`config.mk`:
```
export PLATFORM = sky130hd
export DESIGN_NAME = shift_sequencer
export DESIGN_NICKNAME = d
export VERILOG_FILES = /design/src/rtl/shift_pkg.sv /design/src/rtl/shift_step.sv /design/src/rtl/shift_sequencer.sv
export SDC_FILE = /design/constraint.sdc
export NUM_CORES = 1
export LEC_CHECK = 0
export BUFFER_PORTS_ARGS = -buffer_cell sky130_fd_sc_hd__buf_2
export CAP_MARGIN = 20
export CORE_MARGIN = 1
export CORE_UTILIZATION = 30
export CTS_CLUSTER_SIZE = 12
export DETAILED_ROUTE_END_ITERATION = 8
export GPL_TIMING_DRIVEN = 0
export PLACE_DENSITY = 0.5
export SYNTH_ARGS = -nofsm -noshare
export SYNTH_HDL_FRONTEND = slang
export SYNTH_SLANG_ARGS = --single-unit
```
`constraint.sdc`:
```
create_clock -name clk -period 3 [get_ports clk]
set_clock_uncertainty 0.1 [all_clocks]
set_input_delay 0.9 -clock clk [delete_from_list [all_inputs] [get_ports clk]]
set_output_delay 0.9 -clock clk [all_outputs]
set_load 0.05 [all_outputs]
```
`src/rtl/shift_pkg.sv`:
```
// Shared opcodes, FSM states and saturation constant for the multi-cycle shift sequencer.
package shift_pkg;

  localparam logic [2:0] SH_LSL = 3'b000;
  localparam logic [2:0] SH_LSR = 3'b001;
  localparam logic [2:0] SH_ASR = 3'b010;
  localparam logic [2:0] SH_ROL = 3'b011;
  localparam logic [2:0] SH_ROR = 3'b100;

  // Linear shifts beyond this leave only fill bits, so the amount is clamped here.
  localparam int SH_SAT = 9;

  typedef enum logic [1:0] {
    ST_IDLE  = 2'd0,
    ST_SHIFT = 2'd1,
    ST_DONE  = 2'd2
  } state_t;

endpackage

```
`src/rtl/shift_step.sv`:
```
// Combinational single-step shifter: moves value by 0..STEP_MAX positions and reports the last bit out.
module shift_step
  import shift_pkg::*;
#(
  parameter  int DATA_W   = 8,
  parameter  int STEP_MAX = 4,
  localparam int AMT_W    = $clog2(STEP_MAX + 1)
) (
  input  logic [DATA_W-1:0] value,
  input  logic [2:0]        op,
  input  logic [AMT_W-1:0]  amount,
  output logic [DATA_W-1:0] shifted,
  output logic              last_out
);

  // An extra guard bit beside the value catches the last bit shifted out; ASR keeps the sign as fill.
  always_comb begin
    shifted  = value;
    last_out = 1'b0;
    case (op)
      SH_LSL: {last_out, shifted} = {1'b0, value} << amount;
      SH_LSR: {shifted, last_out} = {value, 1'b0} >> amount;
      SH_ASR: {shifted, last_out} = $signed({value, 1'b0}) >>> amount;
      SH_ROL: begin
        shifted  = (value << amount) | (value >> (DATA_W - int'(amount)));
        last_out = shifted[0];
      end
      SH_ROR: begin
        shifted  = (value >> amount) | (value << (DATA_W - int'(amount)));
        last_out = shifted[DATA_W-1];
      end
      default: ;
    endcase
  end

endmodule

```
`src/rtl/shift_sequencer.sv`:
```
// Multi-cycle shift/rotate sequencer applying up to STEP_MAX positions per clock.
// Optional carry_out/zero_out flags are built when SHIFT_FLAGS_EN is defined.
module shift_sequencer
  import shift_pkg::*;
#(
  parameter int DATA_W   = 8,
  parameter int STEP_MAX = 4,
  parameter int SHAMT_W  = 5
) (
  input  logic               clk,
  input  logic               rst,
  input  logic               start,
  input  logic [2:0]         op,
  input  logic [SHAMT_W-1:0] shamt,
  input  logic [DATA_W-1:0]  operand,
  output logic               busy,
  output logic               done,
`ifdef SHIFT_FLAGS_EN
  output logic               carry_out,
  output logic               zero_out,
`endif
  output logic [DATA_W-1:0]  result
);

  localparam int CNT_W = $clog2(SH_SAT + 1);
  localparam int AMT_W = $clog2(STEP_MAX + 1);

  state_t             state_q, state_d;
  logic [DATA_W-1:0]  acc;
  logic [CNT_W-1:0]   remaining;
  logic [2:0]         op_q;
  logic [CNT_W-1:0]   start_n;
  logic [AMT_W-1:0]   step;
  logic               last_step;
  logic [DATA_W-1:0]  step_val;
  logic               step_last;

  // Normalized amount: rotates wrap modulo the width, linear shifts saturate, others do nothing.
  always_comb begin
    start_n = '0;
    case (op)
      SH_ROL, SH_ROR: start_n = CNT_W'(shamt[2:0]);
      SH_LSL, SH_LSR, SH_ASR:
        start_n = (shamt > SHAMT_W'(SH_SAT)) ? CNT_W'(SH_SAT) : CNT_W'(shamt);
      default: start_n = '0;
    endcase
  end

  assign step      = (remaining > CNT_W'(STEP_MAX)) ? AMT_W'(STEP_MAX) : AMT_W'(remaining);
  assign last_step = (remaining == CNT_W'(step));

  shift_step #(
    .DATA_W   (DATA_W),
    .STEP_MAX (STEP_MAX)
  ) u_step (
    .value    (acc),
    .op       (op_q),
    .amount   (step),
    .shifted  (step_val),
    .last_out (step_last)
  );

  always_ff @(posedge clk) begin
    if (rst) state_q <= ST_IDLE;
    else     state_q <= state_d;
  end

  always_comb begin
    state_d = state_q;
    case (state_q)
      ST_IDLE:  if (start) state_d = (start_n == '0) ? ST_DONE : ST_SHIFT;
      ST_SHIFT: if (last_step) state_d = ST_DONE;
      ST_DONE:  state_d = ST_IDLE;
      default:  state_d = ST_IDLE;
    endcase
  end

  assign busy = (state_q != ST_IDLE);
  assign done = (state_q == ST_DONE);

  // Result (and flags) only change on entry to DONE, so they hold until the next command finishes.
  always_ff @(posedge clk) begin
    if (rst) begin
      acc       <= '0;
      remaining <= '0;
      op_q      <= '0;
      result    <= '0;
`ifdef SHIFT_FLAGS_EN
      carry_out <= 1'b0;
      zero_out  <= 1'b0;
`endif
    end else begin
      case (state_q)
        ST_IDLE: begin
          if (start) begin
            acc       <= operand;
            op_q      <= op;
            remaining <= start_n;
            if (start_n == '0) begin
              result <= operand;
`ifdef SHIFT_FLAGS_EN
              carry_out <= 1'b0;
              zero_out  <= (operand == '0);
`endif
            end
          end
        end
        ST_SHIFT: begin
          acc       <= step_val;
          remaining <= remaining - CNT_W'(step);
          if (last_step) begin
            result <= step_val;
`ifdef SHIFT_FLAGS_EN
            carry_out <= step_last;
            zero_out  <= (step_val == '0);
`endif
          end
        end
        default: ;
      endcase
    end
  end

endmodule

```
# Word level (Yosys, flattened, before mapping)
# Index checks and enable logic that the tools add are counted.
# W data, S select, Z words.
[totals] register_bits=25 input_bits=19 out_inout_bits=10 elab_cells=60
[op_classes] add_sub_neg=2 order_cmp=2 n_eq_ne=14 n_shift=7 mux=16 bitwise_logic=2 n_reduce_logical=12
[ops] cell="$pmux W8 S5" n=1
[ops] cell="$mux W8" n=4
[ops] cell="$pmux W8 S2" n=2
[ops] cell="$shl A8 B32 Y8" n=1
[ops] cell="$shr A8 B32 Y8" n=1
[ops] cell="$or A8 B8 Y8" n=2
[ops] cell="$pmux W4 S2" n=2
[ops] cell="$shl A8 B3 Y8" n=2
[ops] cell="$eq A3 B2 Y1 const B" n=4
[ops] cell="$shr A9 B3 Y9" n=1
[ops] cell="$sshr A9 B3 Y9" n=1
[ops] cell="$mux W4" n=2
[ops] cell="$shr A8 B3 Y8" n=1
[ops] cell="$eq A3 B1 Y1 const B" n=2
[ops] cell="$eq A3 B3 Y1 const B" n=2
[ops] cell="$logic_not A3 Y1" n=2
[ops] cell="$mux W2" n=3
[ops] cell="$ne A2 B2 Y1 const B" n=3
[ops] cell="$reduce_and A2 Y1" n=3
[ops] cell="$gt A5 B4 Y1 const B" n=1
[ops] cell="$sub A4 B3 Y5 const A" n=1
[ops] cell="$eq A4 B3 Y1" n=1
[ops] cell="$gt A4 B3 Y1 const B" n=1
[ops] cell="$logic_not A4 Y1" n=1
[ops] cell="10 further kinds" n=11

# Logic depth before layout (Yosys ltp)
# Gate-level depths: netlist of run 1.
[depth] word_depth=8 depth_mapped=12

# Hierarchy
# From an unflattened synthesis of run 1, not the netlist that was laid out.
[hier_totals] hier_cells=356 hier_area_um2=2876.5
[modules_own_cells] mod="shift_step" instances=1 cells_each=226 area_each_um2=1655.3 seq_area_each_um2=0.0
[modules_own_cells] mod="shift_sequencer" instances=1 cells_each=130 area_each_um2=1221.2 seq_area_each_um2=500.5

# Worst setup path after synthesis of run 1
# Ideal clock, no wire load.
[synth_path] path_kind="register -> register" start="register remaining[0]" end="register acc[3]" setup_ps=137 t_arrival_ps=2567 setup_slack_ps=196 stages_incl_launch_ff=13 n_path_buf=3 period_less_slack_ps=2804 cell_sequence="dfxtp_1 -> buf_6 -> nor3b_4 -> buf_4 -> inv_1 -> ha_1 -> or3b_1 -> clkbuf_1 -> o21ai_2 -> a32o_1 -> nor4_1 -> a2bb2oi_1 -> a211oi_1"
[synth_between] elab_chain_len=7
[synth_rtl] element="start, declared" line="shift_sequencer.sv:30" text="logic [CNT_W-1:0] remaining;"
[synth_rtl] element="start signal, assigned" line="shift_sequencer.sv:98" text="remaining <= start_n;"
[synth_rtl] element="start signal, assigned" line="shift_sequencer.sv:110" text="remaining <= remaining - CNT_W'(step);"
[synth_rtl] element="$gt A4 B3 Y1" line="shift_sequencer.sv:49" text="assign step = (remaining > CNT_W'(STEP_MAX)) ? AMT_W'(STEP_MAX) : AMT_W'(remaining);"
[synth_rtl] element="$mux W3 (*)" line="shift_sequencer.sv:49"
[synth_rtl] element="$sub A4 B3 Y5" line="shift_step.sv:25, shift_step.sv:29"
[synth_rtl] element="$shl A8 B32 Y8 or $shr A8 B32 Y8 (tied branches)" line="shift_step.sv:29, shift_step.sv:25"
[synth_rtl] element="$or A8 B8 Y8 (on tied branches)" line="shift_step.sv:29, shift_step.sv:25"
[synth_rtl] element="$pmux W8 S5 (*)" line="shift_step.sv:20" text="case (op)"
[synth_rtl] element="$pmux W8 S2 (*)" line="shift_sequencer.sv:93" text="case (state_q)"
[synth_rtl] element="end signal, assigned" line="shift_sequencer.sv:96" text="acc <= operand;"
[synth_rtl] element="end signal, assigned" line="shift_sequencer.sv:109" text="acc <= step_val;"
[synth_rtl] element="end, declared" line="shift_sequencer.sv:29" text="logic [DATA_W-1:0] acc;"
# Every way passes the cells marked *; elsewhere a longest branch is shown, timed or not.
# A chain may end at the register's enable or synchronous reset.

# Final worst setup path of run 1
[layout_path] start="register remaining[1]" end="register acc[7]"
# The elaborated chain is that of the path after synthesis.

==> results.ini, run 1 <==
[run_status]
status=complete, no violations

[cells_and_area]
post-route-util=0.3559
multi_input_area_um2=2100
n_antenna_cell=0
seq_area_um2=500.5
final_area_um2=3164
drive_gt1_frac=0.2039
synthToLayoutAreaGrowth_pct=13.05
final-instance-count-excl-fill=515
num-nets-final=429
num-fill-cells=951

[clock_network]
clk_pin_slew_worst_paths_ns=0.11
tritoncts=built
clockBufferDepth=2
clockRootBuffer=clkbuf_8
hold_buffers=0
clock_latency_ns=0.29
cts_buffers=3
cts.htree.levels=1
clock-sinks=25

[floorplan]
die_area_um2=9720
die_w_um=98.59
row_count=34
die_h_um=98.59
ioPinCount=29
start_util=0.3148
core_area_um2=8891

[power_and_ir_drop]
intPower_mw=0.7006
power.combinational.fraction=0.526
ir_drop_mv=0.1654
cellPowerDensity_nw_per_um2=409.5
seqPwrFrac=0.301
netSwitchingFraction=0.4593
leakagePower_nw=1.140
switchingPower_mw=0.5951
p_clk_frac=0.173

[synthesis]
ys_types=70
synth.avg_cell_area_um2=7.444
synth_area_um2=2799
yosysSeqAreaShare=0.1788
syn_nets=397
yosys.area.top_type=dfxtp_1
syn_inst=376
synth_edf_count=0
synthDominantCellAreaShare=0.1788
yosys_warnings=0
ys_ff_latch=25
synthArstFlopShare=0
synth_area_leaders=dfxtp_1, mux2i_1, mux4_2
synth_flop_cell=dfxtp_1

[routing]
drc=0
drt-total-wl_um=11100
drt_iter0_drc=365
num_vias=3255
wl_per_cell_um=21.55
ant_nets=0
viasPerCell=6.320
first_pass_iters=5

[sta]
hold_viol=0
setup-tns-final_ns=0
drv_slew=0
post-route-period-util=0.9629
min_period_ns=2.889
worstMarginPinSlew_ns=1.054
relSlewSlack=0.2902
setup_viol=0
rsz0062_at_grt=false
clock.fmax_mhz=346.2

[place]
io_buffers=27
dp_cells=511
place_hpwl_um=8157
place_area_um2=3069
routabilityCongestion=0.9770

[setup_path]
critical_path_required_ns=3.06
path_max_fanout=10
startpoint_type=flop
cp.arrival_ns=2.95
end_kind=flop
worstSetupPathType=flop to flop

[grt]
antenna_found_initial=0
grt_pass1_wl_um=17320
track_usage=0.2311
grt_max_degree=16
grt_overflow=0
grt_pass1_vias=3008

[job]
maxCapViolations=0

[worst_hold_path]
hold_class=flop to flop

-- placed cells by master (no fill, tap or decap), types with 7 or more instances in the layout --
master	synthesis	layout
o21ai_0	28	27
nand3_1	8	8
mux2i_1	17	17
nor2_1	42	42
buf_2	12	39
mux4_2	7	7
a31oi_1	8	8
a311oi_1	9	9
a211oi_1	9	9
mux2_2	9	9
inv_1	8	8
clkbuf_1	27	25
nand2_1	24	24
nor2b_1	10	10
dfxtp_1	25	25
a21oi_1	22	22
-- flip-flops by register name (all words and copies together), names as in the netlist --
register   cells
remaining      4
acc            8
state_q        2
op_q           3
result         8
-- metal layers --
| layer | up-vias | track usage | wire (µm) |
|---|---|---|---|
| li1 | 1484 | - | - |
| met1 | 1538 | 0.3278 | 4941 |
| met2 | 207 | 0.3548 | 4923 |
| met3 | 26 | 0.02624 | 951 |
| met4 | 0 | 0.09644 | 280 |
| met5 | - | 0 | 0 |
-- synthesized netlist by cell type, types with 4 or more instances --
library cell and number:
o21ai_0 28, a31oi_1 8, nand3_1 8, o2111ai_1 4, a22oi_1 5, mux2i_1 17
inv_1 8, a211oi_1 9, nor3b_1 4, buf_2 12, nor2_1 42, mux4_2 7
nor2b_1 10, o211ai_1 5, a2bb2oi_1 5, dfxtp_1 25, a311oi_1 9, nor3_1 6
nand2_1 24, clkbuf_1 27, nand2b_1 5, a21oi_1 22, mux2_2 9, and3b_1 4
or2_2 4
-- logic make-up (layout without fill, tap and decap cells) --
logic type               after synthesis  in the layout  synth area share
XOR/XNOR                               3              3          0.009389
adder cells (fa/ha/maj)                2              2          0.008939
flip-flops                            25             25            0.1788
buffers and inverters                 54             85           0.08315
AND/OR/NAND/NOR                      124            124            0.2284
multiplexers                          34             34            0.1587
AO/OA/AOI/OAI                        133            133            0.3313
other                                  1              1          0.001340
-- worst max-delay path, stage by stage (launching register included) --
cell,delay (ns)
dfxtp_1,0.32
buf_2,0.21
or3b_4,0.46
ha_2,0.27
clkbuf_2,0.23
and2_1,0.20
o21ai_0,0.47
a311oi_1,0.21
o21ai_0,0.20
a21oi_1,0.09
-- metrics by stage --
step / power (mW) / hold WS, ns / setup WS [ns]
floorplan: 0.8591 / 0.5203 / 0.1964
global placement: 1.049 / 0.3675 / -0.6348
detailed placement: 1.040 / 0.3749 / -0.5679
CTS: 1.272 / 0.3924 / 0.08987
global route: 1.363 / 0.4123 / 0.004760
finish: 1.296 / 0.3901 / 0.1113
-- final timing paths --
check,start,to,slack [ns],depth (start not counted)
worst max-delay path,remaining[1],acc[7],0.11,9
worst min-delay path,result[7],result[7],0.39,2
worst max register to register,remaining[1],acc[7],0.11,9
worst min register to register,result[7],result[7],0.39,2
-- layout make-up --
type                    instances  area share
flip-flops and latches         25      0.1582
repair buffers                 28     0.04508
plain buffers                  44     0.06445
clock buffers                   3     0.01305
inverters                       9     0.01068
well taps                     108     0.04270
clock inverters                 1    0.002372
multi-input cells             297      0.6635
-- repair_timing --
item / CTS / global route
pin swaps: 2 / 1
gates resized for setup: 6 / 6
endpoints found under the setup margin: 16 / 11
gates cloned: 0 / 0
setup buffers: 1 / 0
-- power groups by stage --
| stage | Combinational (mW) | Sequential, mW | Clock, mW |
|---|---|---|---|
| finish | 0.682 | 0.389 | 0.225 |
| floorplan | 0.435 | 0.424 | 0 |
| detailed placement | 0.644 | 0.396 | 0 |
| global placement | 0.653 | 0.396 | 0 |
| global route | 0.728 | 0.393 | 0.241 |
| CTS | 0.655 | 0.388 | 0.228 |
Note: power is estimated with default switching activity, not from simulation.
==> run 2: changes to the inputs <==
PLACE_DENSITY = unset   (was 0.5)
PLACE_DENSITY_LB_ADDON = 0.15   (was unset)
clock period = 3.05 ns   (was 3 ns; I/O delays follow)
==> run 2 against run 1 <==
  * Clock-buffer cell count stayed put
  * Core utilization up 0.15 points
  * Global-route usage is 0.53 points lower
  * Fmax is essentially flat
  * Register-to-register slack better by 0.05 ns
  * Critical path depth is 2 higher
  * Die area unchanged
  * Sequential power is 2% lower
  * Total power down 2.2%
  * First-iteration DRC count up 19%
  * Combinational power decreased by 1%
  * Setup slack better by 0.048 ns
  * Largest cell class unchanged
==> results.ini, run 2 (same netlist as run 1, synthesis figures left out) <==
[job]
maxCapViolations=0

[routing]
first_pass_iters=7
drt-total-wl_um=10840
ant_nets=0
viasPerCell=6.213
wl_per_cell_um=20.96
num_vias=3212
drt_iter0_drc=435
drc=0

[sta]
drv_slew=0
post-route-period-util=0.9478
min_period_ns=2.891
hold_slack_ns=0.3874
clock.fmax_mhz=345.9
worstMarginPinSlew_ns=1.042
setup_viol=0
worst_slack_ns=0.1592
setup-tns-final_ns=0
rsz0062_at_grt=false
hold_viol=0
relSlewSlack=0.2977

[worst_hold_path]
hold_class=flop to flop

[floorplan]
die_w_um=98.59
die_h_um=98.59
core_area_um2=8891
die_area_um2=9720
ioPinCount=29
row_count=34
start_util=0.3148

[clock_network]
tritoncts=built
clk_pin_slew_worst_paths_ns=0.10
clock_latency_ns=0.28
hold_buffers=0
clockRootBuffer=clkbuf_8
cts_buffers=3
clockBufferDepth=2
clock-sinks=25
cts.htree.levels=1

[setup_path]
startpoint_type=flop
crit_path_top_delay_cell=mux2_2
worstSetupPathType=flop to flop
max_stage_delay_ns=0.37
path_buf_inv=3
critical_path_required_ns=3.09
crit_chain=buf_6, nor3b_4, buf_4, inv_1, ha_2, mux2_2, a21oi_1, o21ai_0, o211ai_1, a21o_1, a311oi_1
end_kind=flop
path_max_fanout=10
cp.arrival_ns=2.93
critPathTopFamily=compound AO/OA/AOI/OAI gates

[power_and_ir_drop]
seqPwrFrac=0.302
leakagePower_nw=1.147
cellPowerDensity_nw_per_um2=398.7
switchingPower_mw=0.5740
netSwitchingFraction=0.4530
intPower_mw=0.6930
ir_drop_mv=0.2074
power.combinational.fraction=0.532
total_power_mw=1.267
p_clk_frac=0.166

[cells_and_area]
mostFrequentLayoutCells=nor2_1, buf_2, o21ai_0
num-nets-final=431
post-route-util=0.3574
layout_commonest_cell=nor2_1
final_area_um2=3178
drive_gt1_frac=0.2103
final-instance-count-excl-fill=517
synthToLayoutAreaGrowth_pct=13.55
seq_area_um2=500.5
num-fill-cells=957
top_regs=acc x8, result x8, remaining x4
n_antenna_cell=0
multi_input_area_um2=2105

[grt]
track_usage=0.2259
antenna_found_initial=0
grt_pass1_wl_um=17110
grt_pass1_vias=2963
grt_max_degree=15
grt_overflow=0

[run_status]
status=complete, no violations

[place]
io_buffers=27
place_hpwl_um=8057
routabilityCongestion=0.9588
place_ws_ns=-0.5141
dp_cells=511
place_area_um2=3069

==> run 2: layer usage <==
layer | up-vias | track usage | routed length [µm]
li1 | 1481 | - | -
met1 | 1491 | 0.3238 | 4777
met2 | 195 | 0.3456 | 4563
met3 | 45 | 0.02837 | 1058
met4 | 0 | 0.08381 | 437
met5 | - | 0 | 0
==> run 2: power by group through the flow <==
stage          Combinational [mW]  Clock (mW)  Sequential (mW)
3_3_place_gp                0.645           0            0.390
5_1_grt                     0.722       0.227            0.387
3_5_place_dp                0.632           0            0.390
6_report                    0.673       0.210            0.383
4_1_cts                     0.642       0.217            0.382
2_1_floorplan               0.428           0            0.417
==> run 2: timing repair <==
action | 4_1_cts | 5_1_grt
resized for setup | 4 | 10
setup buffers | 1 | 2
pin swaps | 1 | 5
setup endpoints to repair | 14 | 14
==> run 2: final timing paths <==
kind,startpoint,to,slack (ns),cells after the start
worst min register to register,result[7],result[7],0.39,2
worst max register to register,remaining[0],acc[1],0.16,11
worst max-delay path,remaining[0],acc[1],0.16,11
worst min-delay path,result[7],result[7],0.39,2
==> run 2: final cells by class <==
class | instances | share of cell area
Buffer | 44 | 0.06299
Clock buffer | 3 | 0.01299
Clock inverter | 1 | 0.001575
Inverter | 9 | 0.01063
Multi-Input combinational cell | 297 | 0.6622
Sequential cell | 25 | 0.1575
Tap cell | 108 | 0.04252
Timing Repair Buffer | 30 | 0.04961
==> run 2: worst reg2reg max path: cells and delay by family, from the launching register on <==
family | cells | cell delay, ns
fa+ha+maj | 1 | 0.35
compound gates | 5 | 0.91
flops | 1 | 0.34
mux | 1 | 0.37
buf+inv | 3 | 0.43
simple gates | 1 | 0.26
==> run 3: changes to the inputs <==
CELL_PAD_IN_SITES_DETAIL_PLACEMENT = 2   (was unset)
CELL_PAD_IN_SITES_GLOBAL_PLACEMENT = 2   (was unset)
CORE_ASPECT_RATIO = 1.75   (was unset)
==> run 3 against run 2 <==
  * Register-to-register slack got worse by 0.13 ns
  * Final area rose by 3.0%
  * Non-clock buffer count rose by 1
  * Sequential cell count did not move
  * Via count rose by 3.2%
  * Sequential share of layout area fell by 0.43 points
  * Routed wire length rose by 27%
  * Total power rose by 11%
  * Cell count rose by 2.5%
==> results.ini, run 3 (same netlist as run 1, synthesis figures left out) <==
[run_status]
status=complete, no violations

[sta]
drv_slew=0
hold_viol=0
setup-tns-final_ns=0
post-route-period-util=0.9905
clock.fmax_mhz=331.0
min_period_ns=3.021
relSlewSlack=0.2501
setup_viol=0
worstMarginPinSlew_ns=1.113

[routing]
drt_iter0_drc=180
viasPerCell=6.253
drc=0
ant_nets=0
num_vias=3314
wl_per_cell_um=26.05
first_pass_iters=5
drt-total-wl_um=13810

[setup_path]
startpoint_type=flop
path_max_fanout=10
cp.arrival_ns=3.05
worstSetupPathType=flop to flop
end_kind=flop
critical_path_required_ns=3.07

[floorplan]
die_area_um2=9735
ioPinCount=29
die_h_um=129.8
start_util=0.3097
die_w_um=75.02
row_count=46
core_area_um2=9036

[grt]
grt_pass1_wl_um=21040
grt_max_degree=15
antenna_found_initial=0
grt_overflow=0
grt_pass1_vias=3512
track_usage=0.3002

[clock_network]
clk_pin_slew_worst_paths_ns=0.07
clock_latency_ns=0.26
tritoncts=built
cts_buffers=3
clock-sinks=25
hold_buffers=0
clockBufferDepth=2
clockRootBuffer=clkbuf_16
cts.htree.levels=1

[cells_and_area]
num-nets-final=432
synthToLayoutAreaGrowth_pct=16.99
layout_commonest_cell=nor2_1
n_antenna_cell=0
top_regs=acc x8, result x8, remaining x4
drive_gt1_frac=0.2220
mostFrequentLayoutCells=nor2_1, buf_2, o21ai_0

[place]
routabilityCongestion=0.9435
place_hpwl_um=10470
io_buffers=27

[power_and_ir_drop]
leakagePower_nw=1.178
netSwitchingFraction=0.4413
p_clk_frac=0.212
cellPowerDensity_nw_per_um2=430.0
ir_drop_mv=0.2931
switchingPower_mw=0.6214
power.combinational.fraction=0.512
intPower_mw=0.7867
seqPwrFrac=0.275
total_power_mw=1.408

[worst_hold_path]
hold_class=flop to flop

[job]
maxCapViolations=0

==> run 3: final cells by class <==
class	instances	area, µm²
Sequential cell	25	501.7
Multi-Input combinational cell	297	2140
Fill cell	1086	5762
Tap cell	120	150.1
Inverter	9	33.78
Buffer	44	203.9
Clock inverter	1	5.005
Timing Repair Buffer	31	165.2
Clock buffer	3	75.07
==> run 3: per-layer routing <==
layer	vias up	share of wire	GRT usage
met5	-	0	0
met4	0	0.077	0.2297
li1	1479	-	-
met3	66	0.031	0.02471
met2	140	0.51	0.5188
met1	1629	0.38	0.3297
==> run 3: worst max-delay path: stages (launching register included) <==
cell and delay, ns:
dfxtp_1 0.34, buf_6 0.14, nor3b_4 0.36, buf_6 0.22, inv_1 0.09, ha_4 0.20
or3b_4 0.31, o21ai_4 0.12, a32o_1 0.34, nor4_4 0.37, a2bb2oi_2 0.20, a211oi_1 0.09
==> run 3: path summary, 6_finish.rpt <==
kind         depth (start not counted)  slack, ns   endpoint         start
max reg2reg                         11       0.03     acc[3]  remaining[0]
min                                  2       0.38  result[7]     result[7]
min reg2reg                          2       0.38  result[7]     result[7]
max                                 11       0.03     acc[3]  remaining[0]
==> run 3: stage by stage <==
step	cell area, µm²	setup WS [ns]	hold WS [ns]	utilization	std cells
4_1_cts	3236	0.01719	0.3855	0.3581	527
3_5_place_dp	3084	-0.7754	0.3689	0.3413	523
3_3_place_gp	3084	-0.7467	0.3598	0.3413	523
5_1_grt	3274	-0.01033	0.4170	0.3624	530
2_1_floorplan	2799	0.2464	0.5203	-	376
6_report	3274	0.02895	0.3816	0.3624	530
==> run 3: what timing repair did <==
item,CTS,global route
pin swaps,1,2
gates cloned,0,0
gates resized for setup,15,5
setup buffers,1,2
endpoints found under the setup margin,16,12
==> run 3: power groups by stage <==
stage / clock, mW / combinational [mW] / sequential, mW
6_report: 0.299 / 0.721 / 0.388
5_1_grt: 0.313 / 0.763 / 0.390
3_3_place_gp: 0 / 0.662 / 0.393
2_1_floorplan: 0 / 0.428 / 0.417
4_1_cts: 0.307 / 0.700 / 0.386
3_5_place_dp: 0 / 0.672 / 0.393
